==> src/rtl/bus_arbiter.sv <==
// Two-master bus arbiter: CPU (m0) and DMA (m1) share one device bridge port.
// Round-robin on ties by default; define ARB_FIXED_PRIO_EN for fixed m0 priority.
module bus_arbiter (
    input  logic        clk,
    input  logic        reset,
    input  logic        m0_req,
    input  logic [31:2] m0_addr,
    input  logic [31:0] m0_wd,
    input  logic        m0_we,
    output logic        m0_ack,
    output logic [31:0] m0_rd,
    input  logic        m1_req,
    input  logic [31:2] m1_addr,
    input  logic [31:0] m1_wd,
    input  logic        m1_we,
    output logic        m1_ack,
    output logic [31:0] m1_rd,
    output logic [31:2] PrAddr,
    output logic [31:0] PrWD,
    output logic        PrWE,
    input  logic [31:0] PrRD,
    output logic        busy
);

    typedef enum logic [1:0] {
        IDLE   = 2'd0,
        SERVE0 = 2'd1,
        SERVE1 = 2'd2
    } state_t;

    state_t      state;
    state_t      nstate;
    logic [31:2] lat_addr;
    logic [31:0] lat_wd;
    logic        lat_we;
    logic        m0_live;
    logic        m1_live;
    logic        pick1;

    // A master whose ack is showing this cycle is still holding req; skip it.
    assign m0_live = m0_req & ~m0_ack;
    assign m1_live = m1_req & ~m1_ack;

`ifdef ARB_FIXED_PRIO_EN
    assign pick1 = m1_live & ~m0_live;
`else
    logic last;

    assign pick1 = m1_live & (~m0_live | ~last);

    always_ff @(posedge clk or posedge reset) begin
        if (reset) begin
            last <= 1'b1;
        end else if (state == SERVE0) begin
            last <= 1'b0;
        end else if (state == SERVE1) begin
            last <= 1'b1;
        end
    end
`endif

    always_comb begin
        nstate = state;
        unique case (state)
            IDLE: begin
                if (pick1) begin
                    nstate = SERVE1;
                end else if (m0_live) begin
                    nstate = SERVE0;
                end
            end
            SERVE0:  nstate = IDLE;
            SERVE1:  nstate = IDLE;
            default: nstate = IDLE;
        endcase
    end

    always_ff @(posedge clk or posedge reset) begin
        if (reset) begin
            state <= IDLE;
        end else begin
            state <= nstate;
        end
    end

    always_ff @(posedge clk or posedge reset) begin
        if (reset) begin
            lat_addr <= '0;
            lat_wd   <= '0;
            lat_we   <= 1'b0;
        end else if (state == IDLE && nstate == SERVE0) begin
            lat_addr <= m0_addr;
            lat_wd   <= m0_wd;
            lat_we   <= m0_we;
        end else if (state == IDLE && nstate == SERVE1) begin
            lat_addr <= m1_addr;
            lat_wd   <= m1_wd;
            lat_we   <= m1_we;
        end
    end

    always_ff @(posedge clk or posedge reset) begin
        if (reset) begin
            m0_ack <= 1'b0;
            m1_ack <= 1'b0;
            m0_rd  <= '0;
            m1_rd  <= '0;
        end else begin
            m0_ack <= 1'b0;
            m1_ack <= 1'b0;
            if (state == SERVE0) begin
                m0_ack <= 1'b1;
                m0_rd  <= PrRD;
            end
            if (state == SERVE1) begin
                m1_ack <= 1'b1;
                m1_rd  <= PrRD;
            end
        end
    end

    // Decoded from state so an asynchronous reset kills the strobe at once.
    assign busy   = (state != IDLE);
    assign PrWE   = busy & lat_we;
    assign PrAddr = lat_addr;
    assign PrWD   = lat_wd;

endmodule

==> config.mk <==
export PLATFORM = sky130hd
export DESIGN_NAME = bus_arbiter
export DESIGN_NICKNAME = d
export VERILOG_FILES = /design/src/rtl/bus_arbiter.sv
export SDC_FILE = /design/constraint.sdc
export NUM_CORES = 1
export LEC_CHECK = 0
export BUFFER_PORTS_ARGS = -buffer_cell sky130_fd_sc_hd__buf_2
export CORE_MARGIN = 2
export CORE_UTILIZATION = 42
export CTS_CLUSTER_DIAMETER = 60
export DETAILED_ROUTE_END_ITERATION = 10
export PLACE_DENSITY = 0.75
export SETUP_SLACK_MARGIN = 0.02
export SYNTH_ARGS = -nofsm -noshare
export SYNTH_HDL_FRONTEND = slang
export SYNTH_SLANG_ARGS = --single-unit
==> constraint.sdc <==
create_clock -name clk -period 7.42 [get_ports clk]
set_clock_uncertainty 0.1 [all_clocks]
set_input_delay 1.484 -clock clk [delete_from_list [all_inputs] [get_ports clk]]
set_output_delay 1.484 -clock clk [all_outputs]
set_load 0.01 [all_outputs]
* Word level (Yosys, flattened, before mapping)
Cells that the tools add are included.
Word-level totals: register bits 132
Operators by class: equality and inequality tests 4, mux-type cells 13, bitwise gates (word level) 9, reduce and logical (&&, ||, !) cells 6
Operators by type and width (count):
- two-way mux 32 bit | 2
- two-way mux 30 bit | 2
- two-way mux 1 bit | 6
- two-way mux 2 bit | 3
- nonzero test 2 bit | 3
- bitwise AND 1 bit | 4
- == test 2 x 1 -> 1 bit (second input constant) | 2
- == test 2 bit (second input constant) | 2
- NOT 1 bit | 4
- logical AND 1 bit | 2
- zero test 2 bit | 1
- OR 1 bit | 1

* Logic depth before layout (Yosys ltp)
Gate-level depths: netlist of run 1.
depth in word-level cells 11, depth in mapped cells 7, depth with buffers taken out 5

* Worst setup path after synthesis of run 1
OpenSTA, ideal clock, no wires.
path kind reg-to-output, start point register state[0], end point output port busy, arrival 1396 ps, setup slack 4440 ps, stages on the path, launching flop included 6, path buffers 2, cells stage by stage dfrtp_1 > inv_1 > ha_1 > inv_2 > buf_2 > buf_1
Between the ends: cells in the longest elaborated chain, start to end 1
Ends and longest elaborated chain:
- from (decl) | line 31 | state_t state;
- from (signal assigned) | line 82 | state <= nstate;
- nonzero test 2 bit | line 123 | assign busy = (state != IDLE);
- to (decl) | line 22 | output logic busy
No other way between the ends.

* Worst setup path in the final report of run 1
start point register state[1], end point output port busy
Same word-level chain as after synthesis.

==> key figures, run 1 <==
Yosys
  – Gate count of the mapped netlist: 456
  – Syn avg cell area: 12.6 um2
  – Count of cell types in the netlist: 30
  – Post-Synthesis Cell Area: 0.00577 mm2
  – Ys Warns: 0
  – Syn_nets: 621
  – Synthesis-stage register bit count: 132
  – Seq/Total Area, Yosys: 57.3%

Power
  – Cell leakage power: 0.00370 uW
  – Sw Share: 39.6%
  – Peak supply drop: 315 uV
  – Cell Pwr Density: 539 mW/mm2
  – Sequential fraction of design power: a little under a third
  – Clock power share: 20.0%
  – Gate power share: between 40 and 50%
  – Net switching power of the design: 1670 uW
  – Cell-internal power: 2550 uW

Status
  – Run status: finished clean

Min path
  – Hold_sp: last
  – Type of the tightest min-delay check: reg -> reg

Critical path
  – Max Fanout on Critical Path: 67
  – Launch point of the critical path: state[1]
  – Required arrival time at the worst endpoint: 5.84 ns
  – Setup crit end kind: output pin
  – Setup Crit Path Kind: reg -> out
  – Launch point of the worst reg-to-reg path: state[1]
  – Critical path startpoint category: flip-flop
  – Data arrival time of the worst path: 2.74 ns

Placed design
  – Area after DPL: 0.00725 mm2
  – Final HPWL from detailed placement: 11.6 mm
  – Placer's final routability congestion estimate: 0.820
  – Count of buffers from port buffering: about 290

Floorplanning
  – Total I/O pin count: 292
  – Standard cell core area: 0.0133 mm2
  – Die Y-Extent: 121 um
  – Die X-Extent: ~120 um
  – DIE AREA: 0.0147 mm2
  – Std-Cell Rows: 42
  – Initial Utilization: 43.2%

CTS
  – Number of hold-repair buffers added at the cts stage: 0
  – Root buffer selected by CTS: sky130_fd_sc_hd__clkbuf_16
  – Number of cells upsized or downsized after cts: 0
  – Setup Buffers After CTS: 0
  – TritonCTS buffer count: 17
  – Clock tree buffer depth: 2
  – CTS clock-pin slew for the worst setup and hold paths: 0.06 ns
  – CTS Sinks: roughly 130
  – H-tree depth: 4
  – Skew-Pair Late Insertion Delay: 0.41 ns
  – Clock tree from TritonCTS: done

STA
  – Clock period minus final worst setup slack: 4.33 ns
  – Final Max Tran Viols: 0
  – Least-Margin Pin Slew: 1.18 ns
  – Number of setup violations in the final report: 0
  – Worst rel slew slack: 21.6%
  – Setup repair after global routing missed its margin: false
  – Peak clock frequency supported by timing: 0.231 GHz
  – Final cycle utilization of the critical path: 58.3%
  – Setup total negative slack: 0 ns
  – Hold Fails Final Rpt: 0

Cells and area
  – Finished Cell Area: between 0.007 and 0.008 mm2
  – Synth-to-layout area growth: 36.1%
  – Number of nets in the layout: ~890
  – Layout cell share with drive strength beyond 1: 54.7%
  – Diode count: 0
  – Share of the core filled with cells: approximately three fifths

Global route
  – Residual overflow from global routing: 0
  – Maximum number of pins on one net before global-route repair: 80
  – Wire length of the first global-routing pass: 26.0 mm
  – Antenna violations before repair: 0
  – Number of global-route vias before repair: 5,093
  – Aggregate global-route resource usage: 22.8%

Routing
  – Via total after detailed routing: 5,111
  – Residual DRC: 0
  – Average routed wire per standard cell: 18.5 um
  – Post-detailed-route via-to-cell ratio: 5.58
  – Initial DRT Pass Iterations: 5
  – Final WL: 17.0 mm
  – Number of antenna-violating nets in the routed design: 0
  – Drt initial violations: 528

Flow run
  – Number of violations of the max-capacitance limit: 0
==> worst max-delay path: stages, from the launching register on <==
cell                      delay [ns]
sky130_fd_sc_hd__dfrtp_1        0.43
sky130_fd_sc_hd__inv_1          0.20
sky130_fd_sc_hd__ha_2           0.21
sky130_fd_sc_hd__buf_4          0.54
sky130_fd_sc_hd__inv_2          0.59
sky130_fd_sc_hd__buf_2          0.32
==> metrics by stage <==
step / std cells / setup slack, ns / power [uW] / hold WS (ns)
floorplan: 456 / 2.31 / 2740 / 0.344
global placement: 884 / 3.60 / 3310 / 0.358
detailed placement: 884 / 3.52 / 3380 / 0.364
CTS: 916 / 3.06 / 4260 / 0.374
global route: 916 / 2.89 / 4500 / 0.394
finish: 916 / 3.09 / 4230 / 0.370
==> power by group through the flow <==
| stage | registers (uW) | clock network, uW | logic, uW |
|---|---|---|---|
| floorplan | 1470 | 0 | 1270 |
| global placement | 1300 | 0 | 2000 |
| detailed placement | 1320 | 0 | 2060 |
| CTS | 1320 | 864 | 2070 |
| global route | 1360 | 897 | 2240 |
| finish | 1320 | 846 | 2060 |
==> cell usage in the layout, fill, tap and decap left out, types with 6 or more instances in the layout <==
cell type	netlist	routed
sky130_fd_sc_hd__buf_2	19	291
sky130_fd_sc_hd__mux2_2	64	64
sky130_fd_sc_hd__dfrtp_1	131	131
sky130_fd_sc_hd__a2bb2oi_1	63	63
sky130_fd_sc_hd__o21ai_1	9	9
sky130_fd_sc_hd__clkbuf_16	0	17
sky130_fd_sc_hd__buf_4	0	8
sky130_fd_sc_hd__inv_6	0	6
sky130_fd_sc_hd__a31oi_1	63	63
sky130_fd_sc_hd__o21ai_0	54	54
==> layout make-up <==
| cell class | instances | area [um2] |
|---|---|---|
| tap | 176 | 220 |
| sequential | 132 | 3300 |
| inverter | 5 | 21.3 |
| clock buffer | 17 | 425 |
| fill | 1124 | 5500 |
| timing repair buffer | 299 | 1520 |
| multi-input combinational | 272 | 2190 |
| clock inverter | 15 | 169 |
==> per-layer routing <==
metal	global-route usage [%]	share of wire [%]	up-vias
met5	0	0	-
met4	7.90	1.4	0
met3	8.04	10	22
met2	38.3	50	294
met1	27.0	38	2499
li1	-	-	2296
==> synthesized netlist by cell type <==
library cell | count | area, um2
sky130_fd_sc_hd__dfrtp_1 | 131 | 3280
sky130_fd_sc_hd__mux2_2 | 64 | 721
sky130_fd_sc_hd__a2bb2oi_1 | 63 | 552
sky130_fd_sc_hd__a31oi_1 | 63 | 394
sky130_fd_sc_hd__o21ai_0 | 54 | 270
sky130_fd_sc_hd__buf_2 | 19 | 95.1
sky130_fd_sc_hd__clkbuf_1 | 17 | 63.8
sky130_fd_sc_hd__o21ai_1 | 9 | 45.0
sky130_fd_sc_hd__buf_6 | 5 | 56.3
sky130_fd_sc_hd__buf_1 | 4 | 15.0
sky130_fd_sc_hd__inv_1 | 4 | 15.0
sky130_fd_sc_hd__ha_1 | 3 | 37.5
sky130_fd_sc_hd__and2b_1 | 2 | 15.0
sky130_fd_sc_hd__clkbuf_8 | 2 | 27.5
sky130_fd_sc_hd__a21o_1 | 1 | 7.51
sky130_fd_sc_hd__a21oi_1 | 1 | 5.00
sky130_fd_sc_hd__a22oi_1 | 1 | 7.51
sky130_fd_sc_hd__a32o_1 | 1 | 10.0
sky130_fd_sc_hd__a32oi_4 | 1 | 27.5
sky130_fd_sc_hd__dfstp_2 | 1 | 26.3
sky130_fd_sc_hd__inv_2 | 1 | 3.75
sky130_fd_sc_hd__mux2i_1 | 1 | 10.0
sky130_fd_sc_hd__nor2_1 | 1 | 3.75
sky130_fd_sc_hd__nor2_4 | 1 | 11.3
sky130_fd_sc_hd__nor2b_1 | 1 | 6.26
sky130_fd_sc_hd__nor3_1 | 1 | 5.00
sky130_fd_sc_hd__o31ai_4 | 1 | 21.3
sky130_fd_sc_hd__or2b_1 | 1 | 7.51
sky130_fd_sc_hd__or3b_4 | 1 | 11.3
sky130_fd_sc_hd__xor2_2 | 1 | 16.3
==> logic make-up after synthesis <==
logic type / Yosys count / share of synthesized area, %
AOI/OAI and AO/OA: 195 / 23.2
xor gates and xnor gates: 1 / 0.282
adders and majority gates: 3 / 0.651
buffers and inverters: 52 / 4.80
DFF: 132 / 57.3
muxes: 65 / 12.7
and+or+nand+nor: 8 / 1.04
==> sequential cells by signal (all words and copies together) (netlist names) <==
register / count
last: 1
PrAddr: 30
lat_we: 1
state: 2
m1_ack: 1
m0_rd: 32
m1_rd: 32
m0_ack: 1
PrWD: 32
==> path summary, 6_finish.rpt <==
kind	to	slack [ns]	depth (start not counted)
worst min register to register	last	0.37	2
min in group asynchronous	m0_rd[12]	1.08	2
max in group asynchronous	m1_rd[14]	4.68	3
worst max-delay path	busy	3.09	5
worst min-delay path	last	0.37	2
worst max register to register	PrAddr[20]	3.88	7
Note: power is estimated with default switching activity, not from simulation.
==> run 2, diff against run 1 <==
Settings changed: CORE_UTILIZATION 42 to 41, PLACE_DENSITY 0.75 to 0.76.
Clock period 7.42 ns to 3.6 ns, I/O delays scaled along.
==> run 2 against run 1 <==
Register-to-register slack lost 2.7 ns. Clock-buffer cell count grew 4. Design area down 0.11%. Critical path depth unchanged. Highest routed layer unchanged. Sequential power up 100%. Critical path type unchanged. Flip-flop and latch count stayed put.
==> key figures, run 2 (same netlist as run 1, synthesis figures left out) <==
Status
  – Run status: finished clean (unchanged)

STA
  – Worst rel slew slack: 48.1% (was 21.6%)
  – Clock period minus final worst setup slack: 2.96 ns
  – Hold Fails Final Rpt: 0 (unchanged)
  – Setup repair after global routing missed its margin: false (unchanged)
  – Setup total negative slack: 0 ns (unchanged)
  – Least-Margin Pin Slew: 0.778 ns (was 1.18 ns)
  – Number of setup violations in the final report: 0 (unchanged)
  – Final cycle utilization of the critical path: 82.1%
  – Final Max Tran Viols: 0 (unchanged)
  – Peak clock frequency supported by timing: 0.338 GHz

Critical path
  – Register-to-register setup slack: 1.17 ns (was 3.88 ns)
  – Setup Crit Path Kind: reg -> out (unchanged)
  – Critical path cell sequence: inv_1 > ha_2 > buf_4 > nor2b_1 > buf_2 (was inv_1 > ha_2 > buf_4 > inv_2 > buf_2)
  – Critical path startpoint category: flip-flop (unchanged)
  – Count of buffer and inverter cells on the critical path: 3 (was 4)
  – Launch point of the worst reg-to-reg path: m0_ack (was state[1])
  – Required arrival time at the worst endpoint: 2.78 ns (was 5.84 ns)
  – Max Fanout on Critical Path: 65 (was 67)
  – Worst r2r path cells: 5 (was 7)
  – Launch point of the critical path: state[1] (unchanged)
  – Setup crit end kind: output pin (unchanged)
  – Highest-delay cell along the critical path: sky130_fd_sc_hd__buf_4 (was sky130_fd_sc_hd__inv_2)
  – Kind of cell adding the most delay to the critical path: buffers and inverters (unchanged)
  – Worst flop-to-flop path endpoint: PrAddr[2] (was PrAddr[20])
  – Data arrival time of the worst path: 2.14 ns (was 2.74 ns)
  – Max incr delay on CP: 0.57 ns (was 0.59 ns)
  – Number of cells on the critical path: 5 (unchanged)

Routing
  – Wire length on met3: 1.65 mm (was 1.73 mm)
  – Met2 Routed Length: 8.09 mm (was 8.56 mm)
  – Initial DRT Pass Iterations: 5 (unchanged)
  – Average routed wire per standard cell: 17.7 um (was 18.5 um)
  – Number of antenna-violating nets in the routed design: 0 (unchanged)
  – Drt initial violations: 282 (was 528)
  – Post-detailed-route via-to-cell ratio: 5.45 (was 5.58)
  – Top routing layer in use: met4 (unchanged)
  – Residual DRC: 0 (unchanged)
  – Final WL: 16.3 mm (was 17.0 mm)
  – Metal-1 WL: 6.21 mm (was 6.43 mm)
  – Via total after detailed routing: 5,026 (was 5,111)

Floorplanning
  – Die Y-Extent: 123 um (was 121 um)
  – Standard cell core area: 0.0138 mm2 (was 0.0133 mm2)
  – Total I/O pin count: 292 (unchanged)
  – DIE AREA: 0.0150 mm2 (was 0.0147 mm2)
  – Initial Utilization: 41.7% (was 43.2%)
  – Std-Cell Rows: 43 (was 42)
  – Die X-Extent: 123 um (was 121 um)

CTS
  – Number of cells upsized or downsized after cts: 0 (unchanged)
  – CTS clock-pin slew for the worst setup and hold paths: 0.06 ns (about the same)
  – TritonCTS buffer count: 17 (unchanged)
  – CTS Sinks: 132 (unchanged)
  – Clock tree buffer depth: 2 (unchanged)
  – Number of hold-repair buffers added at the cts stage: 0 (unchanged)
  – Skew-Pair Late Insertion Delay: 0.41 ns (about the same)
  – Root buffer selected by CTS: sky130_fd_sc_hd__clkbuf_16 (unchanged)
  – Clock tree from TritonCTS: done (unchanged)
  – Setup Buffers After CTS: 0 (unchanged)
  – H-tree depth: 4 (unchanged)

Cells and area
  – Leading cell type in the layout, fill and taps excluded: sky130_fd_sc_hd__buf_2 (unchanged)
  – Footprint of the multi-input gates: 0.00219 mm2 (unchanged)
  – Synth-to-layout area growth: 35.9% (was 36.1%)
  – Most frequent cells in the layout: sky130_fd_sc_hd__buf_2, sky130_fd_sc_hd__dfrtp_1, sky130_fd_sc_hd__mux2_2, sky130_fd_sc_hd__a31oi_1, sky130_fd_sc_hd__a2bb2oi_1 (unchanged)
  – Sequential cell area in the final layout: 0.00330 mm2 (unchanged)
  – Layout filler cell count: 1,174 (was 1,124)
  – Number of nets in the layout: 894 (was 892)
  – Finished Cell Area: 0.00784 mm2 (was 0.00785 mm2)
  – Layout cell share with drive strength beyond 1: 54.6% (was 54.7%)
  – Diode count: 0 (unchanged)

Min path
  – Type of the tightest min-delay check: in -> async (was reg -> reg)

Power
  – Cell leakage power: 0.00368 uW (was 0.00370 uW)
  – Sw Share: 39.5% (was 39.6%)
  – Peak supply drop: 630 uV (was 315 uV)
  – Clock power share: 18.1% (was 20.0%)
  – Gate power share: 50.4% (was 48.8%)
  – Sequential fraction of design power: 31.6% (was 31.2%)
  – Cell-internal power: 5170 uW (was 2550 uW)
  – Net switching power of the design: 3380 uW (was 1670 uW)
  – Overall power consumption: 8550 uW (was 4230 uW)
  – Cell Pwr Density: 1090 mW/mm2 (was 539 mW/mm2)

Flow run
  – Number of violations of the max-capacitance limit: 0 (unchanged)

Placed design
  – Final HPWL from detailed placement: 11.2 mm (was 11.6 mm)
  – Count of buffers from port buffering: 291 (unchanged)
  – Area after DPL: 0.00730 mm2 (was 0.00725 mm2)
  – Placer's final routability congestion estimate: 0.799 (was 0.820)

Global route
  – Wire length of the first global-routing pass: 25.2 mm (was 26.0 mm)
  – Residual overflow from global routing: 0 (unchanged)
  – Maximum number of pins on one net before global-route repair: 133 (was 80)
  – Number of global-route vias before repair: 5,079 (was 5,093)
  – Antenna violations before repair: 0 (unchanged)
  – Aggregate global-route resource usage: 21.7% (was 22.8%)
run 2: cell count changes in the layout (fill, tap and decap cells not counted), moves of 2 or more:
cell,change
sky130_fd_sc_hd__buf_12,+2
sky130_fd_sc_hd__clkbuf_8,+2
sky130_fd_sc_hd__clkinv_2,+2
sky130_fd_sc_hd__clkinvlp_4,+3
sky130_fd_sc_hd__clkbuf_1,+2
sky130_fd_sc_hd__bufinv_16,-2
sky130_fd_sc_hd__inv_6,-4
run 2: power by group through the flow:
stage	Combinational, uW	Clock (uW)	Sequential [uW]
global placement	4190	0	2670
CTS	4350	1590	2710
global route	4710	1660	2780
floorplan	2610	0	3030
detailed placement	4360	0	2700
finish	4310	1550	2700
run 2: worst reg2reg max path: cells and delay by family (launching register included):
family	cells	cell delay (ns)
AO/OA/AOI/OAI	1	0.26
flip-flops	1	0.37
AND/OR/NAND/NOR	3	1.10
buffers and inverters	1	0.51
run 2: metrics by stage:
step | util (%) | setup slack, ns | cells | hold WS (ns)
2_1_floorplan | - | 1.14 | 456 | 0.344
3_3_place_gp | 52.8 | 0.881 | 890 | 0.357
3_5_place_dp | 52.8 | 0.789 | 890 | 0.368
4_1_cts | 56.7 | 0.631 | 922 | 0.376
5_1_grt | 56.7 | 0.515 | 922 | 0.381
6_report | 56.7 | 0.643 | 922 | 0.369
run 2: final cells by class:
type                    count  share of cell area [%]
clock buffers              21                    5.88
inverters                   5                   0.287
flip-flops and latches    132                    42.2
repair buffers            301                    19.9
multi-input cells         272                    27.9
well taps                 180                    2.87
clock inverters            11                    1.01
run 2: layer usage:
layer / global-route usage (%) / vias to the layer above
li1: - / 2288
met1: 25.4 / 2436
met2: 36.3 / 274
met3: 8.04 / 28
met4: 8.55 / 0
met5: 0 / -
run 2: worst max-delay path by stage:
stage,slack (ns),endpoint
global placement,0.88,PrWD[3]
global route,0.52,PrWE
floorplan,1.14,PrAddr[10]
detailed placement,0.79,PrAddr[2]
CTS,0.63,PrWE
finish,0.64,PrWE
==> run 3, diff against run 2 <==
Clock period 3.6 ns to 2.5 ns, I/O delays scaled along.
==> run 3 against run 2 <==
Die area stayed put. Worst setup slack lost 0.54 ns. Clock-buffer cell count shrank 2. Combinational power is 49% higher. Non-clock buffer count grew 3. Cell count increased by 0.33%.
==> key figures, run 3 (same netlist as run 1, synthesis figures left out) <==
Status
  – Run status: finished clean (unchanged)

Floorplanning
  – Initial Utilization: 41.7% (unchanged)
  – Standard cell core area: 0.0138 mm2 (unchanged)
  – Std-Cell Rows: 43 (unchanged)
  – Die Y-Extent: 123 um (unchanged)
  – Total I/O pin count: 292 (unchanged)
  – Die X-Extent: 123 um (unchanged)
  – DIE AREA: 0.0150 mm2 (unchanged)

STA
  – Setup repair after global routing missed its margin: true (was false)
  – Number of setup violations in the final report: 0 (unchanged)
  – Worst rel slew slack: 52.3% (was 48.1%)
  – Hold Fails Final Rpt: 0 (unchanged)
  – Peak clock frequency supported by timing: between 0.4 and 0.5 GHz
  – Least-Margin Pin Slew: 0.716 ns (was 0.778 ns)
  – Clock period minus final worst setup slack: between 2 and 2.5 ns
  – Final Max Tran Viols: 0 (unchanged)
  – Final cycle utilization of the critical path: between 90% and 100%
  – Final worst hold slack: 0.166 ns (was 0.369 ns)

Placed design
  – Count of buffers from port buffering: 291 (unchanged)
  – Final HPWL from detailed placement: 11.6 mm (was 11.2 mm)
  – Placer's final routability congestion estimate: 0.784 (was 0.799)
  – Cell count after placement: 893 (was 890)

Power
  – Sw Share: 39.3% (was 39.5%)
  – Gate power share: 50.6% (was 50.4%)
  – Cell leakage power: 0.00374 uW (was 0.00368 uW)
  – Clock power share: 18.8% (was 18.1%)
  – Net switching power of the design: 4990 uW (was 3380 uW)
  – Cell Pwr Density: 1600 mW/mm2 (was 1090 mW/mm2)
  – Cell-internal power: 7720 uW (was 5170 uW)
  – Peak supply drop: 903 uV (was 630 uV)
  – Sequential fraction of design power: 30.6% (was 31.6%)

Critical path
  – Max Fanout on Critical Path: 41 (was 65)
  – Data arrival time of the worst path: 1.80 ns (was 2.14 ns)
  – Count of buffer and inverter cells on the critical path: 3 (unchanged)
  – Max incr delay on CP: 0.42 ns (was 0.57 ns)
  – Kind of cell adding the most delay to the critical path: buffers and inverters (unchanged)
  – Critical path cell sequence: inv_1 > ha_2 > buf_8 > nor2b_1 > buf_2 (was inv_1 > ha_2 > buf_4 > nor2b_1 > buf_2)
  – Setup crit end kind: output pin (unchanged)
  – Required arrival time at the worst endpoint: 1.90 ns (was 2.78 ns)
  – Setup Crit Path Kind: reg -> out (unchanged)
  – Critical path startpoint category: flip-flop (unchanged)
  – Highest-delay cell along the critical path: sky130_fd_sc_hd__dfrtp_1 (was sky130_fd_sc_hd__buf_4)

Routing
  – Initial DRT Pass Iterations: 5 (unchanged)
  – Number of antenna-violating nets in the routed design: 0 (unchanged)
  – Drt initial violations: 260 (was 282)
  – Final WL: 16.9 mm (was 16.3 mm)
  – Residual DRC: 0 (unchanged)
  – Via total after detailed routing: 5,150 (was 5,026)
  – Average routed wire per standard cell: 18.3 um (was 17.7 um)
  – Post-detailed-route via-to-cell ratio: 5.57 (was 5.45)

Cells and area
  – Most frequent cells in the layout: sky130_fd_sc_hd__buf_2, sky130_fd_sc_hd__dfrtp_1, sky130_fd_sc_hd__mux2_2, sky130_fd_sc_hd__a31oi_1, sky130_fd_sc_hd__a2bb2oi_1 (unchanged)
  – Layout cell share with drive strength beyond 1: 55.2% (was 54.6%)
  – Number of nets in the layout: 897 (was 894)
  – Diode count: 0 (unchanged)
  – Synth-to-layout area growth: 38.1% (was 35.9%)
  – Non-filler cells, final: 925 (was 922)
  – Leading cell type in the layout, fill and taps excluded: sky130_fd_sc_hd__buf_2 (unchanged)

CTS
  – Number of hold-repair buffers added at the cts stage: 0 (unchanged)
  – Setup Buffers After CTS: 0 (unchanged)
  – H-tree depth: 4 (unchanged)
  – TritonCTS buffer count: 17 (unchanged)
  – CTS Sinks: 132 (unchanged)
  – Clock tree buffer depth: 2 (unchanged)
  – Clock tree from TritonCTS: done (unchanged)
  – Root buffer selected by CTS: sky130_fd_sc_hd__clkbuf_16 (unchanged)
  – Skew-Pair Late Insertion Delay: 0.41 ns (about the same)
  – CTS clock-pin slew for the worst setup and hold paths: 0.06 ns (about the same)

Global route
  – Antenna violations before repair: 0 (unchanged)
  – Maximum number of pins on one net before global-route repair: 133 (unchanged)
  – Number of global-route vias before repair: 5,115 (was 5,079)
  – Residual overflow from global routing: 0 (unchanged)
  – Aggregate global-route resource usage: 22.2% (was 21.7%)
  – Wire length of the first global-routing pass: 25.8 mm (was 25.2 mm)

Min path
  – Type of the tightest min-delay check: in -> async (unchanged)

Flow run
  – Number of violations of the max-capacitance limit: 0 (unchanged)
## run 3: changes by cell type in the layout (fill, tap and decap cells not counted)
cell / before / now
sky130_fd_sc_hd__buf_12: 2 / 6
sky130_fd_sc_hd__buf_4: 8 / 5
sky130_fd_sc_hd__buf_8: 0 / 2
sky130_fd_sc_hd__bufinv_16: 0 / 1
sky130_fd_sc_hd__clkbuf_1: 2 / 0
sky130_fd_sc_hd__clkinv_4: 1 / 5
sky130_fd_sc_hd__clkinvlp_4: 6 / 2
sky130_fd_sc_hd__dfrtp_1: 131 / 130
sky130_fd_sc_hd__dfrtp_2: 0 / 1
sky130_fd_sc_hd__inv_6: 2 / 3
## run 3: layout make-up
class	instances	area (um2)
Tap cell	180	225
Sequential cell	132	3310
Timing Repair Buffer	304	1640
Clock inverter	13	123
Fill cell	1137	5870
Clock buffer	19	453
Inverter	5	22.5
Multi-Input combinational cell	272	2190
## run 3: worst min-delay path, delay by kind of cell
family | cells | cell delay, ns
buffers and inverters | 3 | 0.65
## run 3: worst paths after layout
| check | cells past startpoint | end | slack, ns | startpoint |
|---|---|---|---|---|
| max in group asynchronous | 3 | PrWD[25] | 1.56 | reset |
| worst max-delay path | 5 | PrWE | 0.10 | state[1] |
| worst max register to register | 6 | PrAddr[19] | 0.33 | state[1] |
| min in group clk | 2 | m0_rd[10] | 0.23 | PrRD[10] |
| worst min-delay path | 3 | m0_rd[10] | 0.17 | reset |
| worst min register to register | 2 | last | 0.37 | last |
## run 3: stage by stage
stage	util (%)	total power [uW]	TNS, ns	area, um2	worst slack (ns)
after global routing	57.6	13500	-0.0193	7960	-0.0193
after floorplan	-	8120	0	5770	0.264
after CTS	57.5	12800	0	7950	0.0269
after detailed placement	53.3	10300	0	7370	0.216
after global placement	53.3	10000	0	7370	0.297
final	57.6	12700	0	7960	0.101
## run 3: timing repair
action                     CTS  global route
setup endpoints to repair    2             2
pin swaps                    0             0
gates cloned                 0             0
resized for setup            2             4
## run 3: power groups by stage
stage | logic (uW) | clock network (uW) | registers (uW)
after CTS | 6460 | 2420 | 3900
after detailed placement | 6430 | 0 | 3890
after global placement | 6190 | 0 | 3840
final | 6430 | 2390 | 3900
after floorplan | 3770 | 0 | 4360
after global routing | 6980 | 2530 | 4030
## run 3: per-layer routing
| layer | global-route usage, % | part of all wire, % | vias up | routed length, um |
|---|---|---|---|---|
| met5 | 0 | 0 | - | 0 |
| met4 | 7.69 | 1.4 | 0 | 231 |
| met3 | 7.39 | 10 | 20 | 1750 |
| met2 | 37.0 | 49 | 306 | 8320 |
| met1 | 27.0 | 39 | 2526 | 6630 |
| li1 | - | - | 2298 | - |
